**src/rtl/multi_cycle_control.sv**
```systemverilog
// Multi-cycle CPU control unit: sequences IF/ID/EXE/MEM/WB and drives every
// datapath control signal from state, opcode, funct and the ALU Zero flag.
//
// state    | meaning
// IF       | fetch; load IR, no other enables
// ID       | decode; j/jal/jr/unknown finish here, HALT_OP parks here
// EXE_LS   | lw/sw address calculation
// MEM      | data memory access; sw finishes here
// WB_LD    | lw writes memory data to rt
// EXE_BR   | beq/bne compare and conditional PC update
// EXE_AL   | R-type / immediate ALU operation
// WB_AL    | ALU result written to rd or rt
module multi_cycle_control (
   input  logic       CLK,
   input  logic       Reset,
   input  logic [5:0] op,
   input  logic [5:0] funct,
   input  logic       Zero,
   output logic [2:0] state,
   output logic       Halted,
   output logic       PCWre,
   output logic       IRWre,
   output logic       InsMemRW,
   output logic       ExtSel,
   output logic       ALUSrcA,
   output logic       ALUSrcB,
   output logic [2:0] ALUOp,
   output logic       mRD,
   output logic       mWR,
   output logic       DBDataSrc,
   output logic       RegWre,
   output logic [1:0] RegDst,
   output logic       WrRegDSrc,
   output logic [1:0] PCSrc
);

   localparam logic [5:0] HALT_OP  = 6'b111111;
   localparam logic [5:0] OP_RTYPE = 6'b000000;
   localparam logic [5:0] OP_ADDI  = 6'b001000;
   localparam logic [5:0] OP_ORI   = 6'b001101;
   localparam logic [5:0] OP_SLTI  = 6'b001010;
   localparam logic [5:0] OP_LW    = 6'b100011;
   localparam logic [5:0] OP_SW    = 6'b101011;
   localparam logic [5:0] OP_BEQ   = 6'b000100;
   localparam logic [5:0] OP_BNE   = 6'b000101;
   localparam logic [5:0] OP_J     = 6'b000010;
   localparam logic [5:0] OP_JAL   = 6'b000011;

   localparam logic [5:0] F_ADD = 6'b100000;
   localparam logic [5:0] F_SUB = 6'b100010;
   localparam logic [5:0] F_AND = 6'b100100;
   localparam logic [5:0] F_OR  = 6'b100101;
   localparam logic [5:0] F_SLT = 6'b101010;
   localparam logic [5:0] F_SLL = 6'b000000;
   localparam logic [5:0] F_JR  = 6'b001000;

   typedef enum logic [2:0] {
      S_IF     = 3'b000,
      S_ID     = 3'b001,
      S_EXE_LS = 3'b010,
      S_MEM    = 3'b011,
      S_WB_LD  = 3'b100,
      S_EXE_BR = 3'b101,
      S_EXE_AL = 3'b110,
      S_WB_AL  = 3'b111
   } state_t;

   state_t cur_state, nxt_state;

   logic       is_r_alu, is_sll, is_jr, is_imm, is_lw, is_sw;
   logic       is_beq, is_bne, is_j, is_jal, is_known;
   logic [2:0] alu_op_dec;
   logic       halt_set, frozen;

   logic       pc_wre, ir_wre, ins_mem_rw, ext_sel, alu_src_a, alu_src_b;
   logic [2:0] alu_op;
   logic       mem_rd, mem_wr, db_src, reg_wre, wr_src;
   logic [1:0] reg_dst, pc_src;

   always_ff @(posedge CLK) begin
      if (!Reset) begin
         cur_state <= S_IF;
         Halted    <= 1'b0;
      end else begin
         cur_state <= nxt_state;
         if (halt_set) begin
            Halted <= 1'b1;
         end
      end
   end

   assign state = cur_state;

   always_comb begin
      is_r_alu   = 1'b0;
      is_jr      = 1'b0;
      alu_op_dec = 3'b000;
      if (op == OP_RTYPE) begin
         case (funct)
            F_ADD:   begin is_r_alu = 1'b1; alu_op_dec = 3'b000; end
            F_SUB:   begin is_r_alu = 1'b1; alu_op_dec = 3'b001; end
            F_SLL:   begin is_r_alu = 1'b1; alu_op_dec = 3'b010; end
            F_OR:    begin is_r_alu = 1'b1; alu_op_dec = 3'b011; end
            F_AND:   begin is_r_alu = 1'b1; alu_op_dec = 3'b100; end
            F_SLT:   begin is_r_alu = 1'b1; alu_op_dec = 3'b101; end
            F_JR:    is_jr = 1'b1;
            default: ;
         endcase
      end else begin
         case (op)
            OP_ORI:         alu_op_dec = 3'b011;
            OP_SLTI:        alu_op_dec = 3'b101;
            OP_BEQ, OP_BNE: alu_op_dec = 3'b001;
            default:        alu_op_dec = 3'b000;
         endcase
      end
   end

   assign is_sll   = is_r_alu && (funct == F_SLL);
   assign is_imm   = (op == OP_ADDI) || (op == OP_ORI) || (op == OP_SLTI);
   assign is_lw    = (op == OP_LW);
   assign is_sw    = (op == OP_SW);
   assign is_beq   = (op == OP_BEQ);
   assign is_bne   = (op == OP_BNE);
   assign is_j     = (op == OP_J);
   assign is_jal   = (op == OP_JAL);
   assign is_known = is_r_alu | is_imm | is_lw | is_sw | is_beq | is_bne;

   assign halt_set = (cur_state == S_ID) && (op == HALT_OP);
   assign frozen   = Halted | halt_set;

   always_comb begin
      nxt_state = cur_state;
      case (cur_state)
         S_IF:     nxt_state = S_ID;
         S_ID: begin
            if (frozen)                  nxt_state = S_ID;
            else if (is_r_alu || is_imm) nxt_state = S_EXE_AL;
            else if (is_lw || is_sw)     nxt_state = S_EXE_LS;
            else if (is_beq || is_bne)   nxt_state = S_EXE_BR;
            else                         nxt_state = S_IF;
         end
         S_EXE_AL: nxt_state = S_WB_AL;
         S_WB_AL:  nxt_state = S_IF;
         S_EXE_BR: nxt_state = S_IF;
         S_EXE_LS: nxt_state = S_MEM;
         S_MEM:    nxt_state = is_lw ? S_WB_LD : S_IF;
         S_WB_LD:  nxt_state = S_IF;
      endcase
   end

   always_comb begin
      pc_wre     = 1'b0;
      ir_wre     = 1'b0;
      ins_mem_rw = 1'b0;
      ext_sel    = 1'b0;
      alu_src_a  = 1'b0;
      alu_src_b  = 1'b0;
      alu_op     = 3'b000;
      mem_rd     = 1'b0;
      mem_wr     = 1'b0;
      db_src     = 1'b0;
      reg_wre    = 1'b0;
      reg_dst    = 2'b00;
      wr_src     = 1'b0;
      pc_src     = 2'b00;

      // Datapath fields depend only on the instruction, so they stay put from EXE through WB
      if ((cur_state != S_IF) && (cur_state != S_ID)) begin
         alu_op    = alu_op_dec;
         alu_src_a = is_sll;
         alu_src_b = is_imm | is_lw | is_sw;
         ext_sel   = (is_imm && (op != OP_ORI)) | is_lw | is_sw | is_beq | is_bne;
         db_src    = is_lw;
      end

      case (cur_state)
         S_IF: begin
            ir_wre     = 1'b1;
            ins_mem_rw = 1'b1;
         end
         S_ID: begin
            if (!frozen) begin
               if (is_j) begin
                  pc_wre = 1'b1;
                  pc_src = 2'b11;
               end else if (is_jal) begin
                  pc_wre  = 1'b1;
                  pc_src  = 2'b11;
                  reg_wre = 1'b1;
                  reg_dst = 2'b00;
                  wr_src  = 1'b0;
               end else if (is_jr) begin
                  pc_wre = 1'b1;
                  pc_src = 2'b10;
               end else if (!is_known) begin
                  pc_wre = 1'b1;
               end
            end
         end
         S_EXE_BR: begin
            pc_wre = 1'b1;
            pc_src = ((is_beq && Zero) || (is_bne && !Zero)) ? 2'b01 : 2'b00;
         end
         S_MEM: begin
            mem_rd = is_lw;
            mem_wr = is_sw;
            pc_wre = !is_lw;
         end
         S_WB_AL: begin
            pc_wre  = 1'b1;
            reg_wre = 1'b1;
            reg_dst = is_r_alu ? 2'b10 : 2'b01;
            wr_src  = 1'b1;
         end
         S_WB_LD: begin
            pc_wre  = 1'b1;
            reg_wre = 1'b1;
            reg_dst = 2'b01;
            wr_src  = 1'b1;
         end
         default: ;
      endcase
   end

   // Reset is synchronous, so state may still be mid-instruction while Reset is low
   assign PCWre     = pc_wre & Reset;
   assign IRWre     = ir_wre & Reset;
   assign RegWre    = reg_wre & Reset;
   assign mRD       = mem_rd & Reset;
   assign mWR       = mem_wr & Reset;
   assign InsMemRW  = ins_mem_rw;
   assign ExtSel    = ext_sel;
   assign ALUSrcA   = alu_src_a;
   assign ALUSrcB   = alu_src_b;
   assign ALUOp     = alu_op;
   assign DBDataSrc = db_src;
   assign RegDst    = reg_dst;
   assign WrRegDSrc = wr_src;
   assign PCSrc     = pc_src;

endmodule

```
**config.mk**
```make
export PLATFORM = sky130hd
export DESIGN_NAME = multi_cycle_control
export DESIGN_NICKNAME = d
export VERILOG_FILES = /design/src/rtl/multi_cycle_control.sv
export SDC_FILE = /design/constraint.sdc
export NUM_CORES = 1
export LEC_CHECK = 0
export CAP_MARGIN = 20
export CORE_MARGIN = 2
export CORE_UTILIZATION = 34
export CTS_CLUSTER_SIZE = 28
export DETAILED_ROUTE_END_ITERATION = 10
export PLACE_DENSITY = 0.68
export SETUP_SLACK_MARGIN = 0.15
export SLEW_MARGIN = 5
export SYNTH_ARGS = -nofsm -noshare
export SYNTH_HDL_FRONTEND = slang
export SYNTH_SLANG_ARGS = --single-unit
```
**constraint.sdc**
```tcl
create_clock -name CLK -period 1.98 [get_ports CLK]
set_input_delay 0.198 -clock CLK [delete_from_list [all_inputs] [get_ports CLK]]
set_output_delay 0.198 -clock CLK [all_outputs]
set_load 0.05 [all_outputs]
```
== Word-level counts from Yosys, hierarchy flattened ==
Cells that the tools add are included.
Operators by class
  add/sub/neg operators: 0
  multipliers: 0
  divide/modulo/power cells: 0
  order comparisons: 0
  equal/unequal tests: 25
  shifts and indexed selects: 0
  muxes and demuxes: 40
  bitwise logic cells: 17
  reduce and logical (&&, ||, !) cells: 22
Operator list (number)
  $eq 6x6->1 const B: 8
  $eq 6x4->1 const B: 4
  $mux 1: 21
  $mux 3: 7
  $pmux 3 s6: 1
  $pmux 3 s5: 1
  $eq 3x3->1 const B: 4
  $eq 6x2->1 const B: 2
  $eq 6x3->1 const B: 2
  $logic_not 6->1: 2
  $or 1x1->1: 12
  $mux 2: 5
  $pmux 3 s3: 1
  $pmux 2 s2: 2
  $eq 3x2->1 const B: 2
  $logic_and 1x1->1: 6
  $logic_or 1x1->1: 6
  $ne 6x4->1 const B: 1
  $reduce_or 6->1: 1
  $and 1x1->1: 5
  $reduce_or 2->1: 2
  $eq 3x1->1 const B: 1
  $logic_not 3->1: 1
  $ne 3x1->1 const B: 1
  other kinds (5): 6
Storage, ports and cells
  flip-flop bits (word level): 4
  bits in latches: 0
  RAM bits: 0
  bits in read-only memories: 0
  bits of input ports: 15
  output and inout port bits: 22
  word-level logic and storage cells: 106
  memories: 0

== Longest topological paths before layout ==
Gate-level depths: netlist of the first run.
  depth after elaboration: 16
  mapped depth: 6

== Least setup slack after synthesis of the first run ==
No wires, ideal clock.
  path type: register -> output
  from: reg cur_state[1] (netlist: state[1])
  to: out ALUOp[0]
  arrival time: 3.473 ns
  setup slack: -1.691 ns
  stages on the path, launching flop included: 4
  path through: dfxtp_1 clkbuf_1 o21ai_0 a2111oi_0
Between the ends
  word-level cells in the longest chain between the ends: 3
  elaborated cells between the ends (all ways): 4
  those cells by class: eq/ne: 1; mux: 1; reduce/logical: 2
Ends and longest elaborated chain
  from (decl): line 68  | state_t cur_state, nxt_state;
  from (signal assigned): line 85  | cur_state <= nxt_state;
  $ne 3x1->1 / $reduce_bool 3->1 (equally long branches): line 169  | if ((cur_state != S_IF) && (cur_state != S_ID)) begin
  $logic_and 1x1->1 (*): line 169
  $mux 3 (*): line 169
  to (decl): line 27  | output logic [2:0] ALUOp,
Every way passes the cells marked *; elsewhere a longest branch is shown, timed or not.

== Final worst setup path of the first run ==
  from: in op[5]
  to: out PCSrc[1]
Between the ends
  word-level cells in the longest chain between the ends: 7
  elaborated cells between the ends (all ways): 12
  those cells by class: eq/ne: 3; mux: 6; bitwise: 1; reduce/logical: 2
Ends and longest elaborated chain
  from (decl): line 16  | input logic [5:0] op,
  $logic_not 6->1: line 98  | if (op == OP_RTYPE) begin
  $mux 1: line 98
  $mux 2: line 193  | end else if (is_jr) begin
  $mux 2: line 187  | end else if (is_jal) begin
  $mux 2: line 184  | if (is_j) begin
  $mux 2 (*): line 183  | if (!frozen) begin
  $pmux 2 s2 (*): line 177  | case (cur_state)
  to (decl): line 34  | output logic [1:0] PCSrc
Marked as above.

==> results of run 1 <==
what timing repair did:
action	in CTS	in global routing
resized for setup	45	23
setup endpoints to repair	16	15
pin swaps	16	16
cloned	0	0
buffers inserted	9	4
power breakdown:
part / internal [mW] / switching (mW) / total, mW
clock network: 0.0763 / 0.0441 / 0.120
logic: 0.115 / 0.144 / 0.259
registers: 0.0809 / 0.00900 / 0.0899
total: 0.272 / 0.197 / 0.470
sequential cells by signal, indices dropped and copies added, names as in the netlist:
| name | count |
|---|---|
| Halted | 1 |
| state | 3 |
cell usage after synthesis, drive strengths merged:
| cell | n | area, µm² |
|---|---|---|
| nor2 | 15 | 56.3 |
| o21ai | 10 | 53.8 |
| nand2 | 7 | 26.3 |
| nor3 | 7 | 46.3 |
| a21oi | 6 | 30.0 |
| clkbuf | 6 | 22.5 |
| dfxtp | 4 | 80.1 |
| nand3 | 4 | 20.0 |
| nor2b | 4 | 25.0 |
| a211oi | 3 | 40.0 |
| and2 | 3 | 18.8 |
| inv | 3 | 11.3 |
| nor3b | 3 | 22.5 |
| nor4 | 3 | 18.8 |
| o21a | 3 | 22.5 |
| or3 | 3 | 18.8 |
| a21boi | 2 | 15.0 |
| a31oi | 2 | 12.5 |
| and3 | 2 | 12.5 |
| nand2b | 2 | 12.5 |
| nand4 | 2 | 12.5 |
| a2111oi | 1 | 8.76 |
| a21o | 1 | 7.51 |
| a311oi | 1 | 8.76 |
| a32oi | 1 | 8.76 |
| and3b | 1 | 8.76 |
| and4b | 1 | 10.0 |
| buf | 1 | 5.00 |
| nand3b | 1 | 7.51 |
| nand4b | 1 | 8.76 |
| nor4bb | 1 | 10.0 |
| o31ai | 1 | 7.51 |
| o32ai | 1 | 8.76 |
| or4 | 1 | 11.3 |
| xnor2 | 1 | 8.76 |
worst max path at each step:
stage	endpoint	slack, ns	cells past startpoint
3_3_place_gp	ALUOp[1]	-0.42	6
2_1_floorplan	PCWre	-0.01	6
5_1_grt	PCSrc[1]	-0.21	7
3_5_place_dp	PCWre	-0.47	7
4_1_cts	ALUSrcA	-0.27	6
6_report	PCSrc[1]	-0.15	7
layer usage:
layer / global-route usage, % / vias up / routed length (µm)
met5: 0 / - / 0
met1: 36.9 / 578 / 1580
li1: - / 554 / -
met4: 20.5 / 0 / 412
met2: 59.2 / 127 / 2280
met3: 5.83 / 53 / 503
worst max-delay path, stage by stage:
cell,delay [ns]
buf_6,0.09
or3_4,0.39
or4_4,0.48
buf_6,0.15
nor4bb_4,0.28
o21a_1,0.19
buf_12,0.15
layout by cell type, fill, tap and decap left out, types with 3 or more instances in the layout:
cell type	count
buf_4	31
o21ai_1	3
clkbuf_2	3
nor3_2	3
dlygate4sd2_1	4
buf_12	13
nand2_1	4
nor2_1	7
nor2_2	4
o21ai_0	4
dfxtp_4	3
clkdlybuf4s50_1	8
inv_1	3
clkbuf_4	3
nand2_2	3
o21ai_2	3
a21oi_1	3
buf_6	16
o21a_1	3
nor2_4	4
cell type report:
class / count / area [µm²] / share of cell area, %
Sequential cell: 4 / 91.3 / 5.04
Timing Repair Buffer: 75 / 803 / 44.3
Inverter: 3 / 11.3 / 0.622
Clock buffer: 4 / 26.3 / 1.45
Multi-Input combinational cell: 94 / 846 / 46.7
Tap cell: 27 / 33.8 / 1.86
stage by stage:
stage               setup TNS, ns  cell area [µm²]
global route               -0.878             1810
floorplan                 -0.0128              912
global placement            -3.17             1540
CTS                         -1.39             1730
finish                     -0.675             1810
detailed placement          -3.83             1540
cell families after synthesis:
logic type | Yosys count | synth area share, %
buffers and inverters | 10 | 5.55
AO/OA/AOI/OAI | 32 | 32.1
AND/OR/NAND/NOR | 61 | 49.6
flip-flops | 4 | 11.5
XOR/XNOR | 1 | 1.25
==> impl_metrics.yaml, run 1 <==
placement:
  dpl_worst_slack_ns: -0.470
  portBuffers: 36
  hpwl_um: 2460
  dp_cells: 190
  gp_congestion: 0.878
hold_path:
  hold_path_startpoint: "op[4]"
  whs_path_depth: 5
  min_to: "state[1]"
  hp-class: "input pin to flip-flop"
status:
  violations: "setup timing"
  status: "finished, violations left"
power_and_ir_drop:
  power_mw: 0.470
  p_leak_nw: 0.671
  ir_drop_mv: 0.221
  powerDensity_nw_per_um2: 259
floorplanning:
  io_pins: 37
  die_w_um: 49.3
  initial_core_util_pct: 36.0
  rows: 16
  fp.coreArea_um2: 1940
  dieHeight_um: 49.3
  die-area_um2: 2430
worst_setup_path:
  worstPathMaxFanout: 4
  reg2reg_to: "state[1]"
  cp-start-kind: "input pin"
  critPathCaptureType: "output pin"
  r2r_setup_slack_ns: 0.56
  r2r_cells: 7
  worstSetupStartpoint: "op[5]"
  crit_type: "input pin to output pin"
  worstPathArrival_ns: 1.93
  r2r_start: "state[1]"
  worstPathRequired_ns: 1.78
clocking:
  cts_hold_buf: 0
  cts_sinks: 4
  cts_tree: "built"
  cts_buffer_depth: 2
  clkSlewWorstSetupHoldPaths_ns: 0.04
  cts_buffers: 3
  cts-root-buf: "clkbuf_4"
  h-tree-depth: 1
  clock_latency_ns: 0.25
logic_synthesis:
  synthCells: 108
  synth.distinct_cells: 40
  syn-num-nets: 123
  synth_area_um2: 698
  syn_avg_cell_area_um2: 6.46
  synth_seq_area_share_pct: 11.5
  yosys_warnings: 0
  synth-seq-cells: 4
final_layout:
  nets: 196
  final_util_pct: 93.3
  nFillCells: 66
  drive_gt1_share_pct: 62.2
  n_antenna_cell: 0
  layoutNonFillerInstCount: 207
  area_growth_pct: 159
route:
  via_count: 1312
  drc: 0
  wirelength_um: 4780
  routedWlPerCell_um: 23.1
  via_per_inst: 6.34
  ant_nets: 0
  dr.first_iter.drc_count: 52
  firstDrtPassIters: 5
timing:
  worst_pin_slew_ns: 0.501
  relSlewSlack_pct: 66.5
  clock_skew_ns: 0.0120
  rsz0062_at_grt: "true"
  min_period_ns: 2.13
  fmax_mhz: 469
  report.final.slew_viol_count: 0
  finalSetupViolCount: 6
  fin_crit_sh_pct: 108
  finalWorstSetupSlack_ns: -0.150
  whs_ns: 0.570
  hold_viol: 0
global_routing:
  antenna_found_initial: 0
  grt_max_degree: 13
  grt_usage_pct: 33.5
  grt_first_pass_wirelength_um: 6310
  grt_pass1_vias: 1295
  grt-ovfl-total: 0
job:
  cap_violations: 0
(Power assumes the default switching activity.)
==> inputs of run 2 (changes only) <==
--- a/config.mk
+++ b/config.mk
@@ -8,6 +8,7 @@
 export CAP_MARGIN = 20
 export CORE_MARGIN = 2
 export CORE_UTILIZATION = 34
+export CTS_BUF_LIST = sky130_fd_sc_hd__clkbuf_4
 export CTS_CLUSTER_SIZE = 28
 export DETAILED_ROUTE_END_ITERATION = 10
 export PLACE_DENSITY = 0.68
==> run 2 against run 1 <==
- the run still ends with setup timing left
- setup slack better by 0.0069 ns
- non-clock buffer count is 1 higher
- design area grew 0.90%
- global-route usage fell by 0.83 points
- flip-flop and latch count unchanged
- critical endpoint unchanged
- largest power group unchanged
==> impl_metrics.yaml, run 2 (synthesis gave the netlist of run 1 again) <==
status:
  status: "finished, violations left"
  violations: "setup timing"
placement:
  portBuffers: 36
  hpwl_um: 2460
  dpl_worst_slack_ns: -0.470
  gp_congestion: 0.878
  dpl_cell_area_um2: 1540
  dp_cells: 190
timing:
  finalWorstSetupSlack_ns: -0.143
  clock_skew_ns: 0.000136
  hold_viol: 0
  fin_crit_sh_pct: 107
  worst_pin_slew_ns: 0.515
  finalSetupViolCount: 6
  relSlewSlack_pct: 65.6
  tns_ns: -0.641
  fmax_mhz: 471
  report.final.slew_viol_count: 0
  whs_ns: 0.523
  min_period_ns: 2.12
  rsz0062_at_grt: "true"
final_layout:
  n_antenna_cell: 0
  mostFrequentLayoutCells: "buf_4, buf_6, buf_12, nor2_1, clkdlybuf4s50_1"
  nFillCells: 57
  nets: 197
  layoutNonFillerInstCount: 208
  final_util_pct: 94.1
  drive_gt1_share_pct: 61.3
  area_growth_pct: 162
  fin_area_um2: 1830
  final_common_cell: "buf_4"
  final-seq-area_um2: 91.3
  multi_input_area_um2: 852
  largest_reg_flops: 3
worst_setup_path:
  worstPathArrival_ns: 1.93
  max_stage_delay_ns: 0.47
  critPathMostFrequentCell: "buf_6"
  cp_top_family: "simple AND/OR/NAND/NOR gates"
  crit_type: "input pin to output pin"
  critPathCaptureType: "output pin"
  crit_chain: "buf_6 -> or3_4 -> or4_4 -> buf_6 -> nor4bb_4 -> o21a_1 -> buf_12"
  worstPathRequired_ns: 1.78
  cp.depth: 7
  worstPathMaxFanout: 4
  r2r_cells: 7
  cp_slowest_cell: "or4_4"
  cp-start-kind: "input pin"
  worst-path-buf-inv: 3
route:
  via_per_inst: 6.35
  drc: 0
  via_count: 1320
  dr.first_iter.drc_count: 79
  routedWlPerCell_um: 22.1
  ant_nets: 0
  wirelength_um: 4600
  firstDrtPassIters: 4
global_routing:
  grt_usage_pct: 32.7
  antenna_found_initial: 0
  grt_max_degree: 13
  grt-ovfl-total: 0
  grt_pass1_vias: 1292
  grt_first_pass_wirelength_um: 6200
clocking:
  clkSlewWorstSetupHoldPaths_ns: 0.05
  h-tree-depth: 1
  cts_buffers: 3
  cts-root-buf: "clkbuf_4"
  cts_sinks: 4
  cts_hold_buf: 0
  cts_buffer_depth: 2
  cts_tree: "built"
  clock_latency_ns: 0.25
floorplanning:
  initial_core_util_pct: 36.0
  dieHeight_um: 49.3
  die_w_um: 49.3
  io_pins: 37
  die-area_um2: 2430
  fp.coreArea_um2: 1940
  rows: 16
hold_path:
  hp-class: "input pin to flip-flop"
  whs_path_depth: 5
job:
  cap_violations: 0
power_and_ir_drop:
  p_leak_nw: 0.689
  power_mw: 0.495
  powerDensity_nw_per_um2: 271
  ir_drop_mv: 0.259
run 2: power by group:
part           total [mW]  internal [mW]  leakage [nW]  switching, mW
clock               0.141         0.0904        0.0184         0.0507
combinational       0.264          0.120         0.636          0.144
sequential         0.0904         0.0807        0.0347        0.00966
run 2: final cells by class:
cell class / instances / share of cell area, %
sequential: 4 / 5.00
timing repair buffer: 76 / 44.3
tap: 27 / 1.85
clock buffer: 4 / 1.64
inverter: 3 / 0.616
multi-input combinational: 94 / 46.6
run 2: path summary, 6_finish.rpt:
kind	start	end	slack (ns)
worst max-delay path	op[4]	PCSrc[1]	-0.14
worst min-delay path	op[2]	state[1]	0.52
worst max register to register	state[1]	state[2]	0.43
worst min register to register	state[0]	state[0]	0.59
run 2: layer usage:
metal  wire length (µm)  global-route usage, %  up-vias
met2               2310                   57.9      119
met4                266                   17.1        0
li1                   -                      -      549
met3                453                   6.44       35
met1               1570                   36.5      617
met5                  0                      0        -
run 2: worst register-to-register path, delay by kind of cell, from the launching register on:
| family | cells | cell delay, ns |
|---|---|---|
| DFF | 1 | 0.41 |
| and+or+nand+nor | 3 | 0.46 |
| buffers and inverters | 2 | 0.30 |
| AOI/OAI and AO/OA | 2 | 0.29 |
run 2: repair_timing:
action                     4_1_cts  5_1_grt
resized for setup               45       22
setup endpoints to repair       16       15
hold endpoints to repair         0        0
pin swaps                       16       16
cloned                           0        0
buffers inserted                 9        5
==> inputs of run 3 (changes only) <==
--- a/config.mk
+++ b/config.mk
@@ -7,11 +7,11 @@
 export LEC_CHECK = 0
 export CAP_MARGIN = 20
 export CORE_MARGIN = 2
-export CORE_UTILIZATION = 34
+export CORE_UTILIZATION = 40
 export CTS_BUF_LIST = sky130_fd_sc_hd__clkbuf_4
 export CTS_CLUSTER_SIZE = 28
 export DETAILED_ROUTE_END_ITERATION = 10
-export PLACE_DENSITY = 0.68
+export PLACE_DENSITY = 0.79
 export SETUP_SLACK_MARGIN = 0.15
 export SLEW_MARGIN = 5
 export SYNTH_ARGS = -nofsm -noshare
==> run 3 against run 2 <==
- synthesized cell count stayed put
- the flow now stops in clock tree synthesis (4_1_cts)
- synthesized area is the same
==> impl_metrics.yaml, run 3 <==
logic_synthesis:
  synth.distinct_cells: 40
  synth_seq_area_share_pct: 11.5
  synthMostInstantiatedCell: "nor2_1"
  yosysTopAreaCellShare_pct: 11.5
  yosys_warnings: 0
  synth_top_family_by_area: "simple AND/OR/NAND/NOR gates"
  synthTopCellsByArea: "dfxtp_1, nor2_1, a21oi_1"
  synthTopCellsByCount: "nor2_1, nand2_1"
  synth_compound_area_share_pct: 32.1
  synth_top_area_cell: "dfxtp_1"
  syn-num-nets: 123
  synth_area_um2: 698
  synth-simple-area-share_pct: 49.6
  syn_avg_cell_area_um2: 6.46
  synth-adder-area-share_pct: 0
  synth-seq-cells: 4
  synth-main-ff-cell: "dfxtp_1"
  synth-async-reset-ratio_pct: 0
  synth_edf_count: 0
  synthCells: 108
  muxShareOfSynthArea_pct: 0
  synthXorXnorAreaFrac_pct: 1.25
clocking:
  post_cts_buffers: 8
  cts_hold_buf: 0
  cts_sinks: 4
  h-tree-depth: 1
  cts_buffer_depth: 2
  cts-root-buf: "clkbuf_4"
  cts_buffers: 3
  cts.repair.resized: 44
placement:
  hpwl_um: 2780
  dpl_worst_slack_ns: -0.471
  gp_congestion: 0.857
  dpl_cell_area_um2: 1550
  dp_cells: 183
  portBuffers: 36
floorplanning:
  initial_core_util_pct: 41.3
  rows: 15
  io_pins: 37
  dieHeight_um: 45.8
  die_w_um: 45.8
status:
  status: "aborted with a tool error"
  error: "[ERROR DPL-0038] Utilization greater than 100%, impossible to legalize"
  lastStage: "clock tree synthesis (4_1_cts)"
run 3: cell counts after synthesis:
No cell type changed its count.
run 3: cells by family after synthesis:
family	Yosys count
compound gates	32
simple gates	61
buf+inv	10
xor+xnor	1
flops	4
run 3: metrics by stage:
stage	setup TNS (ns)	hold WS (ns)
floorplan	-0.0128	0.449
global placement	-3.11	0.541
detailed placement	-4.23	0.556
==> inputs of run 4 (changes only) <==
==> config.mk (replaced) <==
export PLATFORM = sky130hd
export DESIGN_NAME = multi_cycle_control
export DESIGN_NICKNAME = d
export VERILOG_FILES = /design/src/rtl/multi_cycle_control.sv
export SDC_FILE = /design/constraint.sdc
export NUM_CORES = 1
export LEC_CHECK = 0
export CAP_MARGIN = 20
export CORE_AREA = 2 2 63 65
export DETAILED_ROUTE_END_ITERATION = 10
export DIE_AREA = 0 0 65 67
export PLACE_DENSITY_LB_ADDON = 0.15
export SLEW_MARGIN = 5
export SYNTH_ARGS = -nofsm -noshare
export SYNTH_HDL_FRONTEND = slang
export SYNTH_SLANG_ARGS = --single-unit
==> run 4 against run 3 <==
- the flow now finishes, with violations (setup timing)
==> impl_metrics.yaml, run 4 (synthesis gave the netlist of run 1 again) <==
worst_setup_path:
  r2r_cells: 5
  crit_type: "input pin to output pin"
  worstPathArrival_ns: 1.86
  cp_slowest_cell: "or4_4"
  cp-start-kind: "input pin"
  worstPathMaxFanout: 4
  crit_chain: "buf_6 -> or3_4 -> or4_4 -> a211oi_4 -> and4b_2 -> buf_12"
  max_stage_delay_ns: 0.46
  critPathCaptureType: "output pin"
  r2r_start: "state[2]"
  cp_top_family: "simple AND/OR/NAND/NOR gates"
  r2r_setup_slack_ns: 0.67
  cp.depth: 6
  reg2reg_to: "state[2]"
  worst-path-buf-inv: 2
  worstPathRequired_ns: 1.78
timing:
  tns_ns: -0.268
  fmax_mhz: 486
  relSlewSlack_pct: 66.7
  fin_crit_sh_pct: 104
  report.final.slew_viol_count: 0
  min_period_ns: 2.06
  clock_skew_ns: 0.000611
  hold_viol: 0
  worst_pin_slew_ns: 0.498
  rsz0062_at_grt: "true"
  whs_ns: 0.598
  finalSetupViolCount: 6
  finalWorstSetupSlack_ns: -0.0785
clocking:
  cts_tree: "built"
  clkSlewWorstSetupHoldPaths_ns: 0.03
  cts_buffers: 3
  cts-root-buf: "clkbuf_8"
  cts_buffer_depth: 2
  cts_sinks: 4
  clock_latency_ns: 0.22
  h-tree-depth: 1
  cts_hold_buf: 0
floorplanning:
  dieHeight_um: 67
  die_w_um: 65
  io_pins: 37
  initial_core_util_pct: 19.4
  die-area_um2: 4360
  fp.coreArea_um2: 3610
  rows: 22
power_and_ir_drop:
  powerDensity_nw_per_um2: 292
  power_mw: 0.496
  combPwrFrac_pct: 46.4
  p_leak_nw: 0.630
  clkPwrFrac_pct: 36.6
  ir_drop_mv: 0.335
  p_sw_share_pct: 33.7
  p_sw_mw: 0.167
  p_int_mw: 0.329
  share_seq_of_total_power_pct: 17.0
global_routing:
  grt_usage_pct: 14.1
  antenna_found_initial: 0
  grt-ovfl-total: 0
  grt_first_pass_wirelength_um: 4840
  grt_max_degree: 12
  grt_pass1_vias: 1047
route:
  via_count: 1074
  wirelength_um: 2970
  routedWlPerCell_um: 13.3
  dr.first_iter.drc_count: 61
  firstDrtPassIters: 4
  drc: 0
  ant_nets: 0
  via_per_inst: 4.79
final_layout:
  largest_reg_flops: 3
  drive_gt1_share_pct: 51.1
  final_common_cell: "buf_4"
  area_growth_pct: 144
  layoutNonFillerInstCount: 224
  nets: 192
  mostFrequentLayoutCells: "buf_4, buf_12, clkdlybuf4s50_1, nor2_1"
  nFillCells: 340
  final_util_pct: 47.2
  fin_area_um2: 1700
  n_antenna_cell: 0
hold_path:
  hold_path_startpoint: "Halted"
  min_to: "Halted"
  whs_path_depth: 2
  hp-class: "flip-flop to flip-flop"
status:
  status: "finished, violations left"
  violations: "setup timing"
placement:
  dpl_cell_area_um2: 1600
  portBuffers: 36
  dpl_worst_slack_ns: -0.451
  hpwl_um: 2400
  dp_cells: 217
  gp_congestion: 0.840
job:
  cap_violations: 0
[run 4: worst min-delay path, cell delays in order (launching register included)]
cell	delay, ns
dfxtp_1	0.39
a31oi_1	0.08
nor2_1	0.09
[run 4: how the worst max path moves through the flow]
stage,from,slack (ns),end
3_3_place_gp,op[5],-0.40,ALUOp[1]
4_1_cts,op[3],-0.25,ALUSrcA
2_1_floorplan,op[5],-0.05,RegDst[1]
6_report,op[4],-0.08,ALUSrcA
3_5_place_dp,op[5],-0.45,PCWre
5_1_grt,op[4],-0.12,ALUSrcA
[run 4: layout make-up]
| cell class | count | area [µm²] | area share, % |
|---|---|---|---|
| Inverter | 3 | 11.3 | 0.662 |
| Sequential cell | 4 | 86.3 | 5.07 |
| Timing Repair Buffer | 71 | 752 | 44.2 |
| Clock buffer | 4 | 45.0 | 2.65 |
| Multi-Input combinational cell | 94 | 747 | 43.9 |
| Tap cell | 48 | 60.1 | 3.53 |
[run 4: timing repair]
item | in CTS | in global routing
pin swaps | 9 | 5
gates resized for setup | 24 | 10
setup buffers | 1 | 2
gates cloned | 0 | 0
setup endpoints to repair | 15 | 10
[run 4: power by group through the flow]
stage / logic [mW] / registers, mW / clock network, mW
global route: 0.247 / 0.0846 / 0.190
global placement: 0.221 / 0.0855 / 0
finish: 0.231 / 0.0844 / 0.181
CTS: 0.226 / 0.0844 / 0.186
detailed placement: 0.223 / 0.0855 / 0
floorplan: 0.102 / 0.0936 / 0
[run 4: layer usage]
metal | track usage (%) | share of wire [%] | up-vias
li1 | - | - | 542
met1 | 17.9 | 44 | 505
met2 | 25.8 | 52 | 27
met3 | 1.86 | 4.2 | 0
met4 | 1.60 | 0 | 0
met5 | 0 | 0 | -
